==> src/rtl/washing_machine_prog.sv <==
// rtl/washing_machine_prog.sv - programmable multi-pass washing machine phase sequencer
module washing_machine_prog #(
  parameter int BASE_CYC = 1000000,
  parameter int FILL_S   = 120,
  parameter int WASH_S   = 300,
  parameter int RINSE_S  = 120,
  parameter int SPIN_S   = 60,
  parameter int MAX_WASH = 4,
  parameter int PW       = 3
) (
  input  logic          clk,
  input  logic          rst_n,
  input  logic [1:0]    clk_freq,
  input  logic          coin_in,
  input  logic [PW-1:0] wash_count,
  input  logic          timer_pause,
  output logic          wash_done,
  output logic [2:0]    phase_o,
  output logic [PW-1:0] pass_o
);

  // Prescaler must reach 8*BASE_CYC-1 at the slowest divide (clk_freq=11)
  localparam int PSW  = $clog2(8 * BASE_CYC);
  localparam int MAX1 = (FILL_S > WASH_S) ? FILL_S : WASH_S;
  localparam int MAX2 = (RINSE_S > SPIN_S) ? RINSE_S : SPIN_S;
  localparam int MAXD = (MAX1 > MAX2) ? MAX1 : MAX2;
  // Phase counter only needs 0..MAXD-1; one extra bit holds the duration itself
  localparam int TW   = (MAXD < 2) ? 1 : $clog2(MAXD);

  typedef enum logic [2:0] {
    S_IDLE  = 3'd0,
    S_FILL  = 3'd1,
    S_WASH  = 3'd2,
    S_RINSE = 3'd3,
    S_SPIN  = 3'd4,
    S_DONE  = 3'd5
  } state_t;

  state_t          r_state, w_next;
  logic [PSW-1:0]  r_presc, w_presc_nx;
  logic [TW-1:0]   r_cnt,   w_cnt_nx;
  logic [PW-1:0]   r_pass,  w_pass_nx;
  logic [PW-1:0]   r_n,     w_n_nx;
  logic [1:0]      r_freq,  w_freq_nx;

  logic [PSW:0]    w_len_m1;
  logic [TW:0]     w_dur;
  logic [PW-1:0]   w_clamp;
  logic            w_run;
  logic            w_tick;
  logic            w_end;
  logic            w_start;

  // State and counter registers; everything clears on async reset
  always_ff @(posedge clk or negedge rst_n) begin
    if (!rst_n) begin
      r_state <= S_IDLE;
      r_presc <= '0;
      r_cnt   <= '0;
      r_pass  <= '0;
      r_n     <= '0;
      r_freq  <= '0;
    end else begin
      r_state <= w_next;
      r_presc <= w_presc_nx;
      r_cnt   <= w_cnt_nx;
      r_pass  <= w_pass_nx;
      r_n     <= w_n_nx;
      r_freq  <= w_freq_nx;
    end
  end

  // Next-state logic: tick generation, phase timing, pass bookkeeping and run start
  always_comb begin
    w_next     = r_state;
    w_presc_nx = r_presc;
    w_cnt_nx   = r_cnt;
    w_pass_nx  = r_pass;
    w_n_nx     = r_n;
    w_freq_nx  = r_freq;

    w_len_m1 = ((PSW+1)'(BASE_CYC) << r_freq) - (PSW+1)'(1);

    case (r_state)
      S_FILL:  w_dur = (TW+1)'(FILL_S);
      S_WASH:  w_dur = (TW+1)'(WASH_S);
      S_RINSE: w_dur = (TW+1)'(RINSE_S);
      S_SPIN:  w_dur = (TW+1)'(SPIN_S);
      default: w_dur = (TW+1)'(1);
    endcase

    if (wash_count == '0) begin
      w_clamp = PW'(1);
    end else if (wash_count > PW'(MAX_WASH)) begin
      w_clamp = PW'(MAX_WASH);
    end else begin
      w_clamp = wash_count;
    end

    // Pause only freezes the timebase during SPIN
    w_run   = (r_state == S_FILL) || (r_state == S_WASH) || (r_state == S_RINSE) ||
              ((r_state == S_SPIN) && !timer_pause);
    w_tick  = w_run && ({1'b0, r_presc} == w_len_m1);
    w_end   = w_tick && ({1'b0, r_cnt} == (w_dur - (TW+1)'(1)));
    w_start = ((r_state == S_IDLE) || (r_state == S_DONE)) && coin_in;

    if (w_start) begin
      w_next     = S_FILL;
      w_freq_nx  = clk_freq;
      w_n_nx     = w_clamp;
      w_pass_nx  = PW'(1);
      w_presc_nx = '0;
      w_cnt_nx   = '0;
    end else if (w_end) begin
      w_presc_nx = '0;
      w_cnt_nx   = '0;
      case (r_state)
        S_FILL:  w_next = S_WASH;
        S_WASH:  w_next = S_RINSE;
        S_RINSE: begin
          if (r_pass < r_n) begin
            w_next    = S_WASH;
            w_pass_nx = r_pass + PW'(1);
          end else begin
            w_next = S_SPIN;
          end
        end
        S_SPIN:  w_next = S_DONE;
        default: w_next = r_state;
      endcase
    end else if (w_tick) begin
      w_presc_nx = '0;
      w_cnt_nx   = r_cnt + TW'(1);
    end else if (w_run) begin
      w_presc_nx = r_presc + PSW'(1);
    end
  end

  // Outputs decode registered state only
  always_comb begin
    wash_done = (r_state == S_DONE);
    phase_o   = r_state;
    pass_o    = r_pass;
  end

endmodule

==> config.mk <==
export PLATFORM = sky130hd
export DESIGN_NAME = washing_machine_prog
export DESIGN_NICKNAME = d
export VERILOG_FILES = /design/src/rtl/washing_machine_prog.sv
export SDC_FILE = /design/constraint.sdc
export NUM_CORES = 1
export LEC_CHECK = 0
export ABC_AREA = 1
export BUFFER_PORTS_ARGS = -buffer_cell sky130_fd_sc_hd__buf_2
export CAP_MARGIN = 25
export CORE_MARGIN = 4
export CORE_UTILIZATION = 55
export DETAILED_ROUTE_END_ITERATION = 7
export HOLD_SLACK_MARGIN = 0.12
export PLACE_DENSITY = 0.76
export SLEW_MARGIN = 20
export SYNTH_ARGS = -nofsm -noshare
export SYNTH_HDL_FRONTEND = slang
export SYNTH_SLANG_ARGS = --single-unit
==> constraint.sdc <==
create_clock -name clk -period 2.05 [get_ports clk]
set_input_delay 0.3075 -clock clk [delete_from_list [all_inputs] [get_ports clk]]
set_output_delay 0.3075 -clock clk [all_outputs]
set_load 0.01 [all_outputs]
==> impl_metrics.yaml <==
outcome:
  status: "finished with violations"
  violations: "setup timing"
synthesis:
  seq_area_frac_synth_pct: 37.0
  ys_types: 33
  syn_area_um2: 2910
  avgSynthCellArea_um2: 7.12
  syn_inst: 409
  yosys_warnings: 0
  synth_seq_cells: 43
  syn_nets: 431
global_routing:
  grt_pass1_vias: 2801
  grt_usage_pct: 24.2
  grt_pass1_wl_um: 12300
  antenna_found_initial: 0
  grt_max_degree: 19
  grt-ovfl-total: 0
route:
  firstDrtPassIters: 4
  final_antenna_net_count: 0
  routedWlPerCell_um: 14.7
  vias_per_cell: 5.45
  drc: 0
  num_vias: 2948
  dr.first_iter.drc_count: 168
  wl_um: 7950
final_layout:
  final_cells: 541
  utilization_pct: 73.2
  drive_gt1_share_pct: 26.1
  num-nets-final: 492
  num_antenna_cells: 0
  area_delta_synth_final_pct: 28.4
placed_design:
  port_buffers: 15
  place_inst: 518
  finalWeightedCongestion: 0.948
  dp_hpwl_um: 5470
floorplanning:
  start_util_pct: 57.0
  row_count: 26
  io-pin-count: 16
  die_x_um: 80.8
  dieArea_um2: 6520
  fp.dieH_um: 80.8
  core_um2: 5110
clock_network:
  htree_levels: 2
  insertion_delay_ns: 0.29
  clock-sinks: 43
  path_clk_slew_ns: 0.08
  cts_tree: "yes"
  numCtsBuffers: 5
  clockBufferDepth: 2
  cts.root.buffer_cell: "clkbuf_8"
critical_path:
  worst_setup_path_start_kind: "flop"
  arrival_ns: 2.33
  required_ns: 2.23
  worst-path-max-fanout: 6
  cp-end-kind: "flop"
  critPathKind: "reg2reg"
hold_path:
  min_path_type: "in2reg"
timing:
  rsz0062_at_grt: "true"
  skew_ns: 0.0100
  setup_slack_ns: -0.0974
  min_period_ns: 2.15
  max_freq_mhz: 466
  slew_violations: 0
  finalSetupViolCount: 22
  tns_ns: -1.18
  finalCritPeriodShare_pct: 105
  hold_viol: 0
  slew_headroom_pct: 68.9
  whs_ns: 0.219
  worst_pin_slew_ns: 0.462
power_and_ir_drop:
  power_density_nw_per_um2: 1100
  power_leakage_nw: 1.81
  total_power_mw: 4.12
  ir_worst_vdd_uv: 840
flow_run:
  maxCapViolCount: 0
-- metrics by stage --
step	setup slack [ns]	instance area, µm²
3_5_place_dp	-0.0925	3300
4_1_cts	-0.00282	3450
3_3_place_gp	-0.0187	3300
2_1_floorplan	-0.0295	2930
5_1_grt	-0.272	3740
6_report	-0.0974	3740
-- metal layers --
layer / GRT usage (%) / up-vias / routed length (µm)
met5: 0 / - / 0
met4: 10.8 / 0 / 254
met3: 3.99 / 26 / 307
met2: 44.4 / 79 / 4200
met1: 27.6 / 1403 / 3190
li1: - / 1440 / -
-- sequential cells by signal (all words and copies together) (netlist names) --
name     flops
r_cnt        9
phase_o      3
r_n          3
r_freq       2
pass_o       3
r_presc     23
-- power breakdown --
group          total, mW  internal [mW]  switching [mW]
Sequential          1.17          0.999           0.176
Clock              0.527          0.240           0.287
Combinational       2.42           1.07            1.35
Total               4.12           2.31            1.81
-- layout make-up --
cell class              count  area, µm²
well taps                  70       87.6
flip-flops and latches     43       1080
multi-input cells         301       1800
repair buffers             59        464
inverters                  60        229
fillers                   387       1370
clock inverters             1       5.00
clock buffers               7       76.3
-- layout by cell type, fill, tap and decap left out, drive strengths merged, types with 2 or more instances in the layout --
| master | count |
|---|---|
| o21ai | 24 |
| xor2 | 11 |
| nor4 | 3 |
| inv | 59 |
| nor2 | 55 |
| dfrtp | 43 |
| clkbuf | 7 |
| nand4 | 15 |
| nor3 | 15 |
| buf | 58 |
| nand3 | 35 |
| a21oi | 16 |
| ha | 13 |
| a211oi | 2 |
| nand2 | 104 |
-- what timing repair did --
action                                  in CTS  in global routing
gates resized for setup                      9                 47
hold buffers                                 1                  0
pin swaps                                    0                 23
endpoints found under the setup margin      20                 38
gates cloned                                 0                  1
buffers inserted                             5                  8
hold endpoints to repair                    16                  0
-- critical path: stages (launching register included) --
cell and delay [ns]:
dfrtp_2 0.47, nor2_4 0.15, nand2_4 0.08, nand2_4 0.07
inv_2 0.04, ha_4 0.25, xor2_1 0.14, nand3_1 0.08
nor2_1 0.10, nand2_1 0.11, o21ai_4 0.20, buf_12 0.15
nand2_8 0.08, nand2_1 0.07, nor2_1 0.04
-- synthesized netlist by cell type, drive strengths merged --
master	n	area, µm²
nand2	103	402
inv	60	225
nor2	55	214
dfrtp	43	1080
nand3	35	190
o21ai	24	146
a21oi	16	80.1
nand4	15	100
nor3	15	75.1
ha	13	163
xor2	11	96.3
buf	6	43.8
nor4	3	25.0
a211oi	2	15.0
a21boi	1	7.51
a21o	1	7.51
and2	1	6.26
nand3b	1	7.51
nor3b	1	7.51
o21a	1	7.51
o31ai	1	7.51
xnor2	1	8.76
-- final timing paths --
check / slack [ns] / endpoint / from / cells after the start
setup / recovery: -0.1 / r_cnt[3] / phase_o[1] / 14
hold / removal: 0.22 / r_freq[0] / clk_freq[0] / 3
setup reg to reg: -0.1 / r_cnt[3] / phase_o[1] / 14
hold reg to reg: 0.49 / r_n[0] / r_n[0] / 2
max in group asynchronous: 1.01 / r_n[0] / rst_n / 3
min in group asynchronous: 0.46 / r_presc[6] / rst_n / 2
-- kinds of logic (layout without fill, tap and decap cells) --
family                     count (synthesis)  in the layout  share of synthesized area, %
and+or+nand+nor                          229            230                          35.3
buffers and inverters                     66            127                          9.24
adders and majority gates                 13             13                          5.59
DFF                                       43             43                          37.0
AOI/OAI and AO/OA                         46             46                          9.33
xor gates and xnor gates                  12             12                          3.61
Power figures use the tool's default switching activity.
